### src/rtl/lsm_step_sequencer.sv
// Backward-induction controller for the Longstaff-Schwartz regression stage: streams each
// exercise step's paths into the accumulator and writes the returned betas to the coefficient store.
module lsm_step_sequencer #(
   parameter int unsigned WIDTH   = 32,
   parameter int unsigned N_PATHS = 10,
   parameter int unsigned N_STEPS = 8,
   parameter int unsigned ADDR_W  = 16,
   parameter int unsigned TIMEOUT = 1024,
   localparam int unsigned STEP_W = $clog2(N_STEPS)
) (
   input  logic              clk,
   input  logic              rst_n,
   input  logic              start,
   input  logic              abort,
   output logic              busy,
   output logic              done,
   output logic              err_timeout,
   output logic              mem_rd_en,
   output logic [ADDR_W-1:0] mem_rd_addr,
   input  logic [WIDTH-1:0]  mem_rd_x,
   input  logic [WIDTH-1:0]  mem_rd_y,
   output logic              acc_valid,
   input  logic              acc_ready,
   output logic [WIDTH-1:0]  acc_x,
   output logic [WIDTH-1:0]  acc_y,
   input  logic              acc_beta_valid,
   output logic              acc_beta_ready,
   input  logic [WIDTH-1:0]  acc_beta [0:2],
   output logic              coef_we,
   output logic [STEP_W-1:0] coef_step,
   output logic [WIDTH-1:0]  coef_beta [0:2]
);

   localparam int unsigned PATH_W    = (N_PATHS > 1) ? $clog2(N_PATHS) : 1;
   localparam int unsigned ADDR_NEED = (N_STEPS * N_PATHS > 1) ? $clog2(N_STEPS * N_PATHS) : 1;
   localparam int unsigned TMO_W     = $clog2(TIMEOUT + 1);

   if (ADDR_NEED > ADDR_W) begin : g_addr_w_chk
      $error("ADDR_W is too narrow for N_STEPS*N_PATHS-1");
   end
   if (N_STEPS < 2) begin : g_steps_chk
      $error("N_STEPS must be at least 2");
   end

   typedef enum logic [2:0] {
      S_IDLE, S_FETCH, S_LATCH, S_SEND, S_COLLECT, S_WRITE, S_DONE
   } state_e;

   state_e              state_q, state_d;
   logic [STEP_W-1:0]   step_q, step_d;
   logic [PATH_W-1:0]   path_q, path_d;
   logic [TMO_W-1:0]    tmo_q, tmo_d;
   logic                err_timeout_q, err_timeout_d;
   logic                busy_q, busy_d;
   logic                done_q, done_d;
   logic                mem_rd_en_q, mem_rd_en_d;
   logic [ADDR_W-1:0]   mem_rd_addr_q, mem_rd_addr_d;
   logic                acc_valid_q, acc_valid_d;
   logic [WIDTH-1:0]    acc_x_q, acc_x_d;
   logic [WIDTH-1:0]    acc_y_q, acc_y_d;
   logic                acc_beta_ready_q, acc_beta_ready_d;
   logic                coef_we_q, coef_we_d;
   logic [STEP_W-1:0]   coef_step_q, coef_step_d;
   logic [WIDTH-1:0]    coef_beta_q [0:2];
   logic [WIDTH-1:0]    coef_beta_d [0:2];

   // State and counter registers plus all registered outputs.
   always_ff @(posedge clk) begin
      if (!rst_n) begin
         state_q          <= S_IDLE;
         step_q           <= '0;
         path_q           <= '0;
         tmo_q            <= '0;
         err_timeout_q    <= 1'b0;
         busy_q           <= 1'b0;
         done_q           <= 1'b0;
         mem_rd_en_q      <= 1'b0;
         mem_rd_addr_q    <= '0;
         acc_valid_q      <= 1'b0;
         acc_x_q          <= '0;
         acc_y_q          <= '0;
         acc_beta_ready_q <= 1'b0;
         coef_we_q        <= 1'b0;
         coef_step_q      <= '0;
         for (int i = 0; i < 3; i++) coef_beta_q[i] <= '0;
      end else begin
         state_q          <= state_d;
         step_q           <= step_d;
         path_q           <= path_d;
         tmo_q            <= tmo_d;
         err_timeout_q    <= err_timeout_d;
         busy_q           <= busy_d;
         done_q           <= done_d;
         mem_rd_en_q      <= mem_rd_en_d;
         mem_rd_addr_q    <= mem_rd_addr_d;
         acc_valid_q      <= acc_valid_d;
         acc_x_q          <= acc_x_d;
         acc_y_q          <= acc_y_d;
         acc_beta_ready_q <= acc_beta_ready_d;
         coef_we_q        <= coef_we_d;
         coef_step_q      <= coef_step_d;
         for (int i = 0; i < 3; i++) coef_beta_q[i] <= coef_beta_d[i];
      end
   end

   // Next state and step/path/timeout bookkeeping; abort overrides everything.
   always_comb begin
      state_d       = state_q;
      step_d        = step_q;
      path_d        = path_q;
      tmo_d         = tmo_q;
      err_timeout_d = err_timeout_q;
      if (abort) begin
         state_d = S_IDLE;
      end else begin
         case (state_q)
            S_IDLE: begin
               if (start) begin
                  state_d       = S_FETCH;
                  step_d        = STEP_W'(N_STEPS - 1);
                  path_d        = '0;
                  err_timeout_d = 1'b0;
               end
            end
            S_FETCH: state_d = S_LATCH;
            S_LATCH: state_d = S_SEND;
            S_SEND: begin
               if (acc_valid_q && acc_ready) begin
                  if (path_q == PATH_W'(N_PATHS - 1)) begin
                     path_d  = '0;
                     tmo_d   = '0;
                     state_d = S_COLLECT;
                  end else begin
                     path_d  = path_q + PATH_W'(1);
                     state_d = S_FETCH;
                  end
               end
            end
            S_COLLECT: begin
               if (acc_beta_ready_q && acc_beta_valid) begin
                  state_d = S_WRITE;
               end else if (tmo_q == TMO_W'(TIMEOUT - 1)) begin
                  err_timeout_d = 1'b1;
                  state_d       = S_IDLE;
               end else begin
                  tmo_d = tmo_q + TMO_W'(1);
               end
            end
            S_WRITE: begin
               if (step_q == STEP_W'(1)) begin
                  state_d = S_DONE;
               end else begin
                  step_d  = step_q - STEP_W'(1);
                  state_d = S_FETCH;
               end
            end
            S_DONE:  state_d = S_IDLE;
            default: state_d = S_IDLE;
         endcase
      end
   end

   // Outputs are decoded from the next state so each one is a flop aligned with its state.
   always_comb begin
      busy_d           = (state_d != S_IDLE);
      done_d           = (state_d == S_DONE);
      mem_rd_en_d      = (state_d == S_FETCH);
      acc_valid_d      = (state_d == S_SEND);
      acc_beta_ready_d = (state_d == S_COLLECT);
      coef_we_d        = (state_d == S_WRITE);
      mem_rd_addr_d    = '0;
      coef_step_d      = '0;
      acc_x_d          = acc_x_q;
      acc_y_d          = acc_y_q;
      for (int i = 0; i < 3; i++) coef_beta_d[i] = coef_beta_q[i];
      if (mem_rd_en_d) begin
         mem_rd_addr_d = ADDR_W'(step_d) * ADDR_W'(N_PATHS) + ADDR_W'(path_d);
      end
      if (coef_we_d) begin
         coef_step_d = step_d;
      end
      // acc_x/acc_y double as the hold registers for the sample in flight.
      if (state_q == S_LATCH) begin
         acc_x_d = mem_rd_x;
         acc_y_d = mem_rd_y;
      end
      if (state_q == S_COLLECT && state_d == S_WRITE) begin
         for (int i = 0; i < 3; i++) coef_beta_d[i] = acc_beta[i];
      end
   end

   assign busy           = busy_q;
   assign done           = done_q;
   assign err_timeout    = err_timeout_q;
   assign mem_rd_en      = mem_rd_en_q;
   assign mem_rd_addr    = mem_rd_addr_q;
   assign acc_valid      = acc_valid_q;
   assign acc_x          = acc_x_q;
   assign acc_y          = acc_y_q;
   assign acc_beta_ready = acc_beta_ready_q;
   assign coef_we        = coef_we_q;
   assign coef_step      = coef_step_q;
   assign coef_beta      = coef_beta_q;

endmodule

### config.mk
export PLATFORM = sky130hd
export DESIGN_NAME = lsm_step_sequencer
export DESIGN_NICKNAME = d
export VERILOG_FILES = /design/src/rtl/lsm_step_sequencer.sv
export SDC_FILE = /design/constraint.sdc
export NUM_CORES = 1
export LEC_CHECK = 0
export ABC_AREA = 1
export CAP_MARGIN = 25
export CORE_ASPECT_RATIO = 1.4
export CORE_MARGIN = 2
export CORE_UTILIZATION = 39
export DETAILED_ROUTE_END_ITERATION = 6
export GPL_TIMING_DRIVEN = 0
export HOLD_SLACK_MARGIN = 0.12
export PLACE_DENSITY = 0.87
export REMOVE_ABC_BUFFERS = 1
export SLEW_MARGIN = 20
export SYNTH_ARGS = -nofsm -noshare
export SYNTH_HDL_FRONTEND = slang
export SYNTH_SLANG_ARGS = --single-unit
### constraint.sdc
create_clock -name clk -period 2.1 [get_ports clk]
set_input_delay 0.525 -clock clk [delete_from_list [all_inputs] [get_ports clk]]
set_output_delay 0.525 -clock clk [all_outputs]
set_load 0.005 [all_outputs]
Word-level counts from Yosys, hierarchy flattened. Index checks and enable logic that the tools add are counted. W data, S select, Z words.

Flip-flop bits (word level): 207. Input port bits: 166. Output and inout bits: 186. Logic and storage cells: 80.

Add/sub/neg operators: 4. Multiply operators: 1. Equal/unequal tests: 19. Muxes and demuxes: 26. Bitwise operators: 1. Reductions and logical operators: 11.

Operators with widths (number): $mux W11 (4); $mux W3 (10); $pmux W11 S2 (1); $pmux W3 S6 (1); $mux W4 (4); $eq A3 B3 Y1 const B (5); $ne A2 B2 Y1 const B (6); $add A11 B1 Y11 const B (1); $eq A11 B10 Y1 const B (1); $eq A3 B1 Y1 const B (3); $eq A3 B2 Y1 const B (3); $add A7 B4 Y8 (1); $pmux W4 S2 (1); $mul A3 B3 Y6 const B (1); $pmux W3 S2 (1); $reduce_and A6 Y1 (1); $reduce_and A5 Y1 (1); $add A4 B1 Y4 const B (1); $eq A4 B4 Y1 const B (1); $reduce_and A2 Y1 (2); $reduce_bool A2 Y1 (2); $logic_and A1 B1 Y1 (3); $logic_not A3 Y1 (1); $mux W1 (3); 4 further kinds (4).

Depth between registers and ports, before layout. Gate-level depths: netlist of the first run.

Word-level depth: 7. Gate-level depth with buffers: 17.

Worst setup path before layout of the first run. No wires, ideal clock.

Path type: register to register. From: register state_q[1]. To: register mem_rd_addr_q[6] (netlist: mem_rd_addr[6]). Library setup time: 0.117 ns. Arrival time: 2.094 ns. Setup slack: -0.110 ns. Cell stages (with the launch flop): 14. Path buffers: 0. Cells stage by stage: dfxtp_1 nor2_2 nand2_1 a21oi_1 nand2_1 o21ai_0 inv_1 ha_1 ha_1 nand3_1 nand3_1 nand2_1 xor2_1 nor2_1.

RTL lines: from (decl) (RTL line 49) `state_e state_q, state_d;`; from (signal assigned) (RTL line 87) `state_q <= state_d;`; $eq A3 B3 Y1 / $logic_not A3 Y1 (equally long branches) (RTL line 116) `case (state_q)`; $pmux W3 S2 (*) (RTL line 116); $mux W3 (*) (RTL line 113) `if (abort) begin`; named net step_d[2] (RTL line 50) `logic [STEP_W-1:0] step_q, step_d;`; $mul A3 B3 Y6 (*) (RTL line 177) `mem_rd_addr_d = ADDR_W'(step_d) * ADDR_W'(N_PATHS) + ADDR_W'(path_d);`; $add A7 B4 Y8 (*) (RTL line 177); to (signal assigned) (RTL line 95) `mem_rd_addr_q <= mem_rd_addr_d;`; to (decl) (RTL line 57) `logic [ADDR_W-1:0] mem_rd_addr_q, mem_rd_addr_d;`.

Mark *: on every way through the listed nets, which the timed path passes. The rest lies on a longest branch. A chain may end at the register's enable or synchronous reset.

Final worst setup path of the first run.
From: register state_q[0]. To: register path_q[1].

Word-level cells in the longest chain between the ends: 3.

Ends and longest elaborated chain: $eq A3 B2 Y1 / $logic_not A3 Y1 (equally long branches) (RTL line 116); $pmux W4 S2 (*) (RTL line 116); $mux W4 (*) (RTL line 113); to (signal assigned) (RTL line 89) `path_q <= path_d;`; to (decl) (RTL line 51) `logic [PATH_W-1:0] path_q, path_d;`.

Every way passes the cells marked *; elsewhere a longest branch is shown, timed or not.

==> metrics.cfg, run 1 <==
[finish]
layout-drive-gt1-share = 0.146
nets = 1763
syn2layout_area_growth_pct = 69.4
utilization = 0.671
fillers = 1569
fin_cells = 1859

[placed_design]
dp_hpwl_mm = 17.7
io_buffers = 343
dp_slack_ps = -1400
place.gp.congestion = 0.875
place_inst = 1734

[synthesis]
avgSynthCellArea_sq_um = 7.02
synthTopCellsByArea = dfxtp_1, nand2_1, nor2_1, inv_1, a21oi_1
synth_enable_flop_cells = 0
ys_seq_area_frac = 0.476
synth-seq-cells = 199
syn_area_sq_um = 8370
synth_area_leader_cell = dfxtp_1
synth_ff_type = dfxtp_1
ys_types = 35
yosys_warnings = 0
async_flop_share = 0
synth_top_cell_area_share = 0.476
synthCells = 1192

[drt]
wl_mm = 32.6
viasPerCell = 5.03
dr.pass1.iters = 5
post-route-drc-count = 0
postRouteAntennaNets = 0
avgRoutedWirePerCell_microns = 17.5
vias = 9345
drt_iter0_drc = 549

[worst_hold_path]
min_path_type = reg -> reg
hold_start = acc_x[27]

[timing]
setup_tns_ps = -687
fin_crit_sh = 1.07
finalSetupViolCount = 7
rsz0062_at_grt = true
tightestPinTransition_ps = 629
period_needed_ps = 2250
slew_headroom = 0.580
hold_viol = 0
fin_ws_ps = -150
max_freq_mhz = 444
skew_ps = 11.5
slew_viol_final = 0

[status]
violations = setup timing
status = finished, violations left

[global_routing]
grt_overflow = 0
grt_util_all_layers = 0.250
grt_pass1_vias = 8812
grt_max_degree = 65
antenna_found_initial = 0
grt_pass1_wl_mm = 44.1

[power_and_ir_drop]
finalPower_w = 0.00827
power_density_nw_per_um2 = 584
ir_drop_v = 0.000490
p_leak_nw = 5.93

[setup_path]
crit_type = reg -> reg
crit_fanout = 5
crit_path_end_kind = flip-flop
worstReg2RegStart = state_q[0]
critical_path_arrival_ps = 2610
crit_path_start = state_q[0]
setup.worst_path.start_class = flip-flop
worstPathRequired_ps = 2460

[floorplanning]
die_w_microns = 128
initial_utilization = 0.396
die_h_microns = 177
ios = 352
row_count = 63
die-area_sq_um = 22700
design.core.area_sq_um = 21100

[clock_network]
cts-buffers-inserted = 17
cts_tree = yes
clk_pin_slew_worst_paths_ps = 70
root_buffer = clkbuf_16
clk_latency_ps = 440
cts.sinks = 199
cts.path.max_buffers = 2
htree_levels = 4

[job]
drv_cap = 0

## per-layer routing
metal,share of wire,vias up,global-route usage
met5,0,-,0
met4,0.054,0,0.141
met3,0.085,115,0.0841
met2,0.53,449,0.470
met1,0.33,4287,0.235
li1,-,4494,-
## cell usage after synthesis, types with 3 or more instances
cell type and number:
a21oi_1 84, buf_2 18, buf_4 8, clkbuf_1 44, dfxtp_1 199, ha_1 11
inv_1 128, inv_2 5, nand2_1 311, nand2_2 3, nand2_4 3, nand3_1 79
nand3_2 3, nand4_1 21, nor2_1 233, o21ai_0 7, xnor2_1 4, xor2_1 9
## final cells by class
type / count / area, sq um / share of cell area
clock inverters: 14 / 190 / 0.0134
repair inverters: 3 / 43.8 / 0.00309
repair buffers: 412 / 4160 / 0.293
well taps: 260 / 325 / 0.0230
diodes: 1 / 2.50 / 0.000177
multi-input cells: 819 / 4470 / 0.315
flip-flops and latches: 199 / 4010 / 0.283
inverters: 133 / 542 / 0.0382
clock buffers: 18 / 439 / 0.0310
## critical path, cell delays in order, from the launching register on
cell and delay [ps]:
dfxtp_4 420, nor2_4 170, buf_4 140, nand3_2 70, o211ai_1 150, nand2_1 140, buf_4 150, buf_4 120
buf_4 120, buf_4 120, buf_4 120, buf_4 120, buf_4 120, buf_4 120, a21oi_1 110
## per-stage QoR
step / instance area [sq um] / hold slack (ps)
2_1_floorplan: 8040 / 455
3_3_place_gp: 11800 / 448
3_5_place_dp: 11900 / 452
4_1_cts: 13400 / 463
5_1_grt: 14200 / 472
6_report: 14200 / 461
## worst paths after layout
path | to | cells past startpoint | slack (ps)
max | path_q[1] | 14 | -150
min reg2reg | acc_x[27] | 2 | 460
max reg2reg | path_q[1] | 14 | -150
min | acc_x[27] | 2 | 460
## cell families (layout without fill, tap and decap cells)
logic type | count (synthesis) | after routing | share of synthesized area
buffers and inverters | 206 | 580 | 0.102
and+or+nand+nor | 665 | 690 | 0.330
AOI/OAI and AO/OA | 96 | 96 | 0.0588
DFF | 199 | 199 | 0.476
adders and majority gates | 12 | 12 | 0.0188
other | 1 | 9 | 0.000448
xor gates and xnor gates | 13 | 13 | 0.0136
## cells in the final DEF, fill, tap and decap left out, types with 3 or more instances in the layout
master,count
nand4_4,6
inv_2,9
buf_4,54
clkinv_4,6
inv_1,116
clkdlybuf4s50_1,339
o21ai_0,4
nand3_2,9
conb_1,8
xor2_1,8
nand3_1,69
dfxtp_4,5
a21oi_4,4
nand2_2,12
nor2_4,12
nand2_4,9
ha_4,8
clkbuf_16,19
nand4_1,21
a21oi_1,81
nor2_2,10
nand3_4,7
nor2_1,215
dfxtp_1,191
nand2_1,295
nand2_8,17
inv_6,3
buf_12,10
inv_4,4
ha_1,3
bufinv_16,3
clkinvlp_4,3
dfxtp_2,3
o21ai_1,4
## sequential cells by signal, summed over array words and instances (netlist names), 3 cells and up
| register | cells |
|---|---|
| coef_beta | 96 |
| tmo_q | 11 |
| acc_x | 32 |
| path_q | 4 |
| coef_step | 3 |
| step_q | 3 |
| acc_y | 32 |
| mem_rd_addr | 8 |
| state_q | 3 |
## report_power, final
| part | internal [W] | switching [W] |
|---|---|---|
| Clock | 0.00194 | 0.00156 |
| Sequential | 0.00380 | 0.0000246 |
| Combinational | 0.000508 | 0.000436 |
## timing repair
item                       in CTS  in global routing
cloned                         14                 17
hold buffers                    0                  0
setup endpoints to repair     130                118
gates resized for setup        91                 73
pin swaps                      22                 49
setup buffers                  35                 26
(Power assumes the default switching activity.)
==> run 2: changes to the inputs <==
--- a/config.mk
+++ b/config.mk
@@ -9,13 +9,12 @@
 export CAP_MARGIN = 25
 export CORE_ASPECT_RATIO = 1.4
 export CORE_MARGIN = 2
-export CORE_UTILIZATION = 39
+export CORE_UTILIZATION = 43
 export DETAILED_ROUTE_END_ITERATION = 6
 export GPL_TIMING_DRIVEN = 0
 export HOLD_SLACK_MARGIN = 0.12
-export PLACE_DENSITY = 0.87
+export PLACE_DENSITY = 0.91
 export REMOVE_ABC_BUFFERS = 1
-export SLEW_MARGIN = 20
 export SYNTH_ARGS = -nofsm -noshare
 export SYNTH_HDL_FRONTEND = slang
 export SYNTH_SLANG_ARGS = --single-unit
==> constraint.sdc (replaced) <==
create_clock -name clk -period 2.2 [get_ports clk]
set_input_delay 0.55 -clock clk [delete_from_list [all_inputs] [get_ports clk]]
set_output_delay 0.55 -clock clk [all_outputs]
set_load 0.005 [all_outputs]
==> run 2 against run 1 <==
The run still ends with setup timing left. Worst hold slack is essentially flat. Clock skew up 0.93 ps. Power decreased by 10%. Final area decreased by 7.8%. Non-clock buffer count fell by 42. Flip-flop and latch count unchanged. Count of clock-buffer cells in the layout is 1 higher. Largest power group unchanged. Clock power down 13%. Worst setup slack improved by 42 ps.
==> metrics.cfg, run 2 (synthesis results as in run 1) <==
[clock_network]
cts.sinks = 199
root_buffer = clkbuf_16
cts_tree = yes
htree_levels = 4
cts-buffers-inserted = 17
clk_latency_ps = 430
cts.path.max_buffers = 2
clk_pin_slew_worst_paths_ps = 70

[drt]
viasPerCell = 4.99
postRouteAntennaNets = 0
post-route-drc-count = 0
drt_iter0_drc = 497
wl_mm = 27.4
dr.pass1.iters = 5
vias = 8893
avgRoutedWirePerCell_microns = 15.3

[finish]
largest_reg_flops = 96
final_cell_mix = clkdlybuf4s50_1, nand2_1, nor2_1
final_common_cell = clkdlybuf4s50_1
syn2layout_area_growth_pct = 56.1
layout-drive-gt1-share = 0.0893
nets = 1699

[setup_path]
crit_fanout = 6
crit_family = simple AND/OR/NAND/NOR gates
path_cells = inv_4 -> nand3_2 -> a21oi_2 -> o211ai_1 -> nand2_1 -> nand2_1 -> ha_2 -> fa_2 -> nand2_1 -> nand2_1 -> nand2_1 -> xor2_1 -> nor2_1
worstPathRequired_ps = 2510
cp_num_buf_inv = 1
setup.worst_path.start_class = flip-flop
critical_path_arrival_ps = 2610
crit_path_end_kind = flip-flop
cpMaxStageDelayCell = dfxtp_4
crit_type = reg -> reg
crit_path_frequent_cell = nand2_1
cpPeakStageDelay_ps = 410

[global_routing]
grt_util_all_layers = 0.248
grt_overflow = 0
grt_pass1_wl_mm = 40.9
grt_max_degree = 86
antenna_found_initial = 1
grt_pass1_vias = 8694

[worst_hold_path]
min_path_type = reg -> reg

[floorplanning]
die-area_sq_um = 20600
initial_utilization = 0.437
ios = 352
design.core.area_sq_um = 19100
die_h_microns = 169
row_count = 60
die_w_microns = 122

[power_and_ir_drop]
seq_power_share = 0.490
ir_drop_v = 0.000468
power.internal_w = 0.00564
switching_share = 0.242
power_density_nw_per_um2 = 570
finalPower_w = 0.00744
combPwrFrac = 0.097
p_leak_nw = 5.54
pwr-share-clk = 0.413
p_switching_w = 0.00180

[status]
violations = setup timing
status = finished, violations left

[timing]
rsz0062_at_grt = true
max_freq_mhz = 433
hold_viol = 0
slew_viol_final = 0
skew_ps = 12.4
tightestPinTransition_ps = 866
period_needed_ps = 2310
fin_ws_ps = -108
slew_headroom = 0.423
fin_crit_sh = 1.05
finalSetupViolCount = 13
setup_tns_ps = -1190

[placed_design]
io_buffers = 343
dp_hpwl_mm = 17.5
place.gp.congestion = 0.865

[job]
drv_cap = 0

==> run 2: changes by cell type in the layout (fill, tap and decap cells not counted), sizes merged, moves of 3 or more <==
cell / previous run / this run
clkinvlp: 4 / 7
nand2: 333 / 321
nand4: 27 / 22
buf: 68 / 25
clkinv: 8 / 3
==> run 2: timing repair <==
action | CTS | global route
endpoints found under the setup margin | 123 | 107
resized for setup | 50 | 30
gates cloned | 5 | 4
pin swaps | 10 | 15
buffers inserted | 10 | 9
hold buffers | 0 | 0
==> run 2: routing by layer <==
metal | part of all wire | up-vias | global-route usage
met5 | 0 | - | 0
met4 | 0.035 | 0 | 0.126
met3 | 0.094 | 71 | 0.0829
met2 | 0.52 | 426 | 0.446
met1 | 0.35 | 4087 | 0.251
li1 | - | 4309 | -
==> run 2: cell type report <==
class / instances / area, sq um
Antenna cell: 1 / 2.50
Clock buffer: 19 / 433
Sequential cell: 199 / 4000
Tap cell: 248 / 310
Clock inverter: 13 / 143
Fill cell: 1453 / 6080
Inverter: 133 / 528
Multi-Input combinational cell: 800 / 3860
Timing Repair Buffer: 370 / 3790
==> run 2: power groups by stage <==
stage	Clock, W	Sequential, W	Combinational, W
3_5_place_dp	0	0.00373	0.000638
2_1_floorplan	0	0.00373	0.000189
6_report	0.00307	0.00365	0.000725
4_1_cts	0.00313	0.00365	0.000693
5_1_grt	0.00327	0.00365	0.000781
3_3_place_gp	0	0.00373	0.000620
==> run 2: path summary, 6_finish.rpt <==
check        slack (ps)        endpoint        from  depth (start not counted)
max                -110  mem_rd_addr[5]  state_q[2]                         13
min                 460       acc_y[16]   acc_y[16]                          2
max reg2reg        -110  mem_rd_addr[5]  state_q[2]                         13
min reg2reg         460       acc_y[16]   acc_y[16]                          2
==> run 2: worst register-to-register path: cells and delay by family (launching register included) <==
kind / cells / cell delay, ps
flops: 1 / 410
simple gates: 7 / 630
xor+xnor: 1 / 140
buf+inv: 1 / 110
compound gates: 2 / 380
fa+ha+maj: 2 / 540
==> run 2: per-stage QoR <==
step	hold WS (ps)	utilization	cells	setup WS (ps)	instance area (sq um)
after floorplan	455	-	1126	-3350	8040
after global placement	447	0.616	1717	-6270	11800
after detailed placement	452	0.622	1722	-1090	11900
after CTS	463	0.670	1769	2.28	12800
after global routing	481	0.682	1783	-238	13100
final	461	0.682	1783	-108	13100
